<file path="src/rtl/stereo_frame_streamer.sv">
// Frame-memory reader: streams a stored left/right frame pair in raster order
// with a programmable idle gap after each row, tagging pixels with (x, y).
module stereo_frame_streamer #(
  parameter int unsigned row_sz   = 320,
  parameter int unsigned col_sz   = 480,
  parameter int unsigned LINE_GAP = 4,
  parameter int unsigned RD_LAT   = 2
) (
  input  logic        clk,
  input  logic        reset,
  input  logic        start,
  output logic [17:0] mem_addr,
  output logic        mem_rd,
  input  logic        mem_wait,
  input  logic [7:0]  mem_left,
  input  logic [7:0]  mem_right,
  output logic [9:0]  out_x,
  output logic [9:0]  out_y,
  output logic [7:0]  out_left,
  output logic [7:0]  out_right,
  output logic        out_is_val,
  output logic        busy,
  output logic        frame_done
);

  typedef enum logic [1:0] {IDLE, ACTIVE, GAP, DRAIN} state_t;

  localparam int unsigned GW       = (LINE_GAP > 1) ? $clog2(LINE_GAP) : 1;
  localparam logic [GW-1:0] GAP_LAST = GW'((LINE_GAP > 0) ? LINE_GAP - 1 : 0);
  localparam logic [9:0]  X_LAST   = 10'(row_sz - 1);
  localparam logic [9:0]  Y_LAST   = 10'(col_sz - 1);

  state_t              state, state_next;
  logic [9:0]          x, y;
  logic [GW-1:0]       gap_cnt;
  logic                accept;
  logic                clear_cnt;
  logic [RD_LAT-1:0]   tag_vld;
  logic [9:0]          tag_x [RD_LAT];
  logic [9:0]          tag_y [RD_LAT];

  assign accept = mem_rd & ~mem_wait;

  always_ff @(posedge clk) begin
    if (reset) begin
      state <= IDLE;
    end else begin
      state <= state_next;
    end
  end

  // Next-state logic uses mem_wait directly so mem_rd never feeds back into itself.
  always_comb begin
    state_next = state;
    mem_rd     = 1'b0;
    clear_cnt  = 1'b0;
    frame_done = 1'b0;
    busy       = (state != IDLE);
    case (state)
      IDLE: begin
        if (start) begin
          clear_cnt  = 1'b1;
          state_next = ACTIVE;
        end
      end
      ACTIVE: begin
        mem_rd = 1'b1;
        if (!mem_wait && x == X_LAST) begin
          if (y == Y_LAST) begin
            state_next = DRAIN;
          end else if (LINE_GAP > 0) begin
            state_next = GAP;
          end
        end
      end
      GAP: begin
        if (gap_cnt == GAP_LAST) begin
          state_next = ACTIVE;
        end
      end
      DRAIN: begin
        // Last pixel is on the output registers in the cycle the pipeline empties.
        if (tag_vld == '0) begin
          frame_done = 1'b1;
          state_next = IDLE;
        end
      end
      default: state_next = IDLE;
    endcase
  end

  always_ff @(posedge clk) begin
    if (reset) begin
      x          <= '0;
      y          <= '0;
      mem_addr   <= '0;
      gap_cnt    <= '0;
      tag_vld    <= '0;
      out_x      <= '0;
      out_y      <= '0;
      out_left   <= '0;
      out_right  <= '0;
      out_is_val <= 1'b0;
    end else begin
      if (clear_cnt) begin
        x        <= '0;
        y        <= '0;
        mem_addr <= '0;
      end else if (accept) begin
        mem_addr <= mem_addr + 18'd1;
        if (x == X_LAST) begin
          x <= '0;
          if (y != Y_LAST) begin
            y <= y + 10'd1;
          end
        end else begin
          x <= x + 10'd1;
        end
      end

      gap_cnt <= (state == GAP) ? gap_cnt + GW'(1) : '0;

      tag_vld[0] <= accept;
      for (int unsigned i = 1; i < RD_LAT; i++) begin
        tag_vld[i] <= tag_vld[i-1];
      end

      out_is_val <= tag_vld[RD_LAT-1];
      if (tag_vld[RD_LAT-1]) begin
        out_x     <= tag_x[RD_LAT-1];
        out_y     <= tag_y[RD_LAT-1];
        out_left  <= mem_left;
        out_right <= mem_right;
      end
    end
  end

  // Tag payload needs no reset; only the valid bits qualify it.
  always_ff @(posedge clk) begin
    tag_x[0] <= x;
    tag_y[0] <= y;
    for (int unsigned i = 1; i < RD_LAT; i++) begin
      tag_x[i] <= tag_x[i-1];
      tag_y[i] <= tag_y[i-1];
    end
  end

endmodule

</file>
<file path="config.mk">
export PLATFORM = sky130hd
export DESIGN_NAME = stereo_frame_streamer
export DESIGN_NICKNAME = d
export VERILOG_FILES = /design/src/rtl/stereo_frame_streamer.sv
export SDC_FILE = /design/constraint.sdc
export NUM_CORES = 1
export LEC_CHECK = 0
export ABC_AREA = 1
export BUFFER_PORTS_ARGS = -buffer_cell sky130_fd_sc_hd__buf_2
export CORE_ASPECT_RATIO = 1.5
export CORE_MARGIN = 4
export CORE_UTILIZATION = 49
export DETAILED_ROUTE_END_ITERATION = 6
export GPL_TIMING_DRIVEN = 0
export PLACE_DENSITY = 0.74
export SLEW_MARGIN = 20
export SYNTH_ARGS = -nofsm -noshare
export SYNTH_HDL_FRONTEND = slang
export SYNTH_SLANG_ARGS = --single-unit
</file>
<file path="constraint.sdc">
create_clock -name clk -period 1.4 [get_ports clk]
set_input_delay 0.28 -clock clk [delete_from_list [all_inputs] [get_ports clk]]
set_output_delay 0.28 -clock clk [all_outputs]
set_load 0.05 [all_outputs]
</file>
==> impl_metrics.json <==
{
  "dp.cells": 728,
  "fin_worst_skew_ps": 8.66,
  "period_share_pct": 110,
  "ios": 78,
  "maxSlewViolCount": 0,
  "synthCells": 544,
  "drt_iter0_drc": 157,
  "layout_min_cycle_time_ps": 1540,
  "worst_pin_slew_ps": 427,
  "hold_viol": 0,
  "grt_pass1_vias": 3766,
  "routed-via-count": 3996,
  "cts_made_buffers": 17,
  "rsz0062_at_grt": "yes",
  "gp_congestion": 0.881,
  "status": "finished, violations left",
  "cp-start-kind": "register",
  "syn_to_final_growth_pct": 39.0,
  "wire_per_inst_um": 13.6,
  "cts_tree": "built",
  "stdcell_count": 787,
  "clock-sinks": 121,
  "violations": "negative setup slack",
  "yosys_register_bits": 121,
  "timing.final.ws_setup_ps": -139,
  "portBuffers": 77,
  "total_power_mw": 8.21,
  "setup_tns_ps": -1750,
  "hold_ws_ps": 93.4,
  "yosysWarnings": 0,
  "finalSetupViolations": 20,
  "seq_area_frac_synth_pct": 55.5,
  "drive_above_1_share_pct": 35.4,
  "rrSetupSlack_ps": -140,
  "antenna_left": 0,
  "grt_usage_pct": 19.7,
  "drc": 0,
  "wirelength_mm": 10.7,
  "regArea_mm2": 0.00248,
  "endpoint_kind": "register",
  "die_w_um": 85.0,
  "drt-pass1-iter-count": 4,
  "clock_latency_ps": 410,
  "nets": 691,
  "slew_headroom_pct": 71.5,
  "required_ps": 1700,
  "core_area_mm2": 0.00857,
  "crit_type": "register to register",
  "syn_area_per_cell_um2": 8.02,
  "crit_fanout": 7,
  "die_h_um": 124,
  "grt_first_pass_wirelength_mm": 16.5,
  "crit_arrival_ps": 1840,
  "insertedDiodeCount": 0,
  "htreeDepth": 4,
  "cts_buffer_depth": 2,
  "fmax_mhz": 650,
  "root_buffer": "clkbuf_16",
  "stdcell_area_mm2": 0.00606,
  "grt_overflow_total": 0,
  "cts.clk_slew.worst_paths_ps": 60,
  "die-area_mm2": 0.0105,
  "multiInputGateArea_mm2": 0.00200,
  "hpwlAfterDp_mm": 6.57,
  "power.density_mw_per_mm2": 1350,
  "syn_nets": 568,
  "ys_types": 29,
  "p_leak_nw": 2.67,
  "antenna_found_initial": 0,
  "start_util_pct": 50.9,
  "cap_violations": 0,
  "num_rows": 41,
  "grt_max_degree": 17,
  "fillers": 603,
  "hp-class": "input port to register",
  "syn_area_mm2": 0.00436,
  "max-vdd-ir-drop_mv": 1.04,
  "placedInstanceArea_mm2": 0.00493,
  "vias_per_cell": 5.08
}
==> power breakdown <==
group / total, mW / switching, mW / internal [mW]
combinational: 0.614 / 0.422 / 0.192
sequential: 3.54 / 0.0410 / 3.50
clock: 4.05 / 1.56 / 2.50
==> flip-flops by register name, summed over array words and instances (netlist names) <==
| signal | count |
|---|---|
| out_left | 8 |
| out_is_val | 1 |
| tag_x | 20 |
| out_right | 8 |
| x | 10 |
| out_x | 10 |
| out_y | 10 |
| gap_cnt | 2 |
| mem_addr | 18 |
| state | 2 |
| y | 10 |
| tag_y | 20 |
| tag_vld | 2 |
==> cells in the final DEF (no fill, tap or decap), drive strengths merged <==
cell | Yosys | layout
clkbuf | 12 | 30
and3 | 2 | 2
a211oi | 2 | 2
nor2 | 120 | 120
xor2 | 12 | 12
o22ai | 1 | 1
nand3b | 3 | 3
nor3b | 2 | 2
a21oi | 28 | 28
nand3 | 20 | 20
nor3 | 14 | 14
xnor2 | 2 | 2
o21ai | 41 | 41
inv | 37 | 38
bufinv | 0 | 1
dfxtp | 121 | 121
clkinv | 0 | 8
clkinvlp | 0 | 3
nand4 | 5 | 5
or2 | 4 | 4
ha | 4 | 4
nand2 | 109 | 109
buf | 5 | 110
==> repair_timing <==
action,CTS,global route
endpoints found under the setup margin,73,62
pin swaps,13,22
hold buffers,0,0
cloned,0,0
resized for setup,65,60
buffers inserted,16,12
==> final timing paths <==
kind | startpoint | end | cells after the start
worst max-delay path | x[4] | y[8] | 8
worst min-delay path | mem_right[5] | out_right[5] | 3
worst max register to register | x[4] | y[8] | 8
worst min register to register | tag_y[0][4] | tag_y[1][4] | 0
==> routing by layer <==
metal,GRT usage (%),vias to the layer above,part of all wire [%]
met5,0,-,0
met4,12.1,0,2.9
met3,4.63,28,6.0
met2,35.3,127,53
met1,20.8,1852,38
li1,-,1989,-
==> worst max-delay path: stages (launching register included) <==
cell     delay (ps)
dfxtp_2         380
nand2_1          90
nor3_2          300
nand2_4          80
nor2_4          140
nand3_4         170
buf_6           170
nand2_2          50
a21oi_1          60
==> cell type report <==
type,count,share of cell area (%)
inverters,37,2.50
clock inverters,13,2.04
plain buffers,16,1.42
repair buffers,105,10.7
multi-input cells,369,32.9
clock buffers,19,7.30
flip-flops and latches,121,40.8
well taps,107,2.21
==> cell families (layout without fill, tap and decap cells) <==
group,Yosys count,count (layout),share of synthesized area [%]
simple gates,279,279,27.4
compound gates,72,72,8.40
xor+xnor,14,14,2.81
buf+inv,54,190,4.67
fa+ha+maj,4,4,1.15
flops,121,121,55.5
==> metrics by stage <==
step / util, % / setup WS [ps]
after floorplan: - / -124
after global placement: 57.5 / -277
after detailed placement: 57.5 / -319
after CTS: 67.8 / -168
after global routing: 70.8 / -223
final: 70.8 / -139
==> synthesized netlist by cell type (all sizes together) <==
cell type | instances | area share, %
dfxtp | 121 | 56
a21oi | 28 | 3.2
o21ai | 41 | 4.7
ha | 4 | 1.1
or2 | 4 | 0.57
a211oi | 2 | 0.34
nand2 | 109 | 9.6
nor3b | 2 | 0.34
clkbuf | 12 | 1.0
xor2 | 12 | 2.4
nand4 | 5 | 0.72
buf | 5 | 0.46
and3 | 2 | 0.29
nor2 | 120 | 11
nor3 | 14 | 2.0
nand3 | 20 | 2.4
o22ai | 1 | 0.14
nand3b | 3 | 0.52
xnor2 | 2 | 0.40
inv | 37 | 3.2
Power figures use the tool's default switching activity.
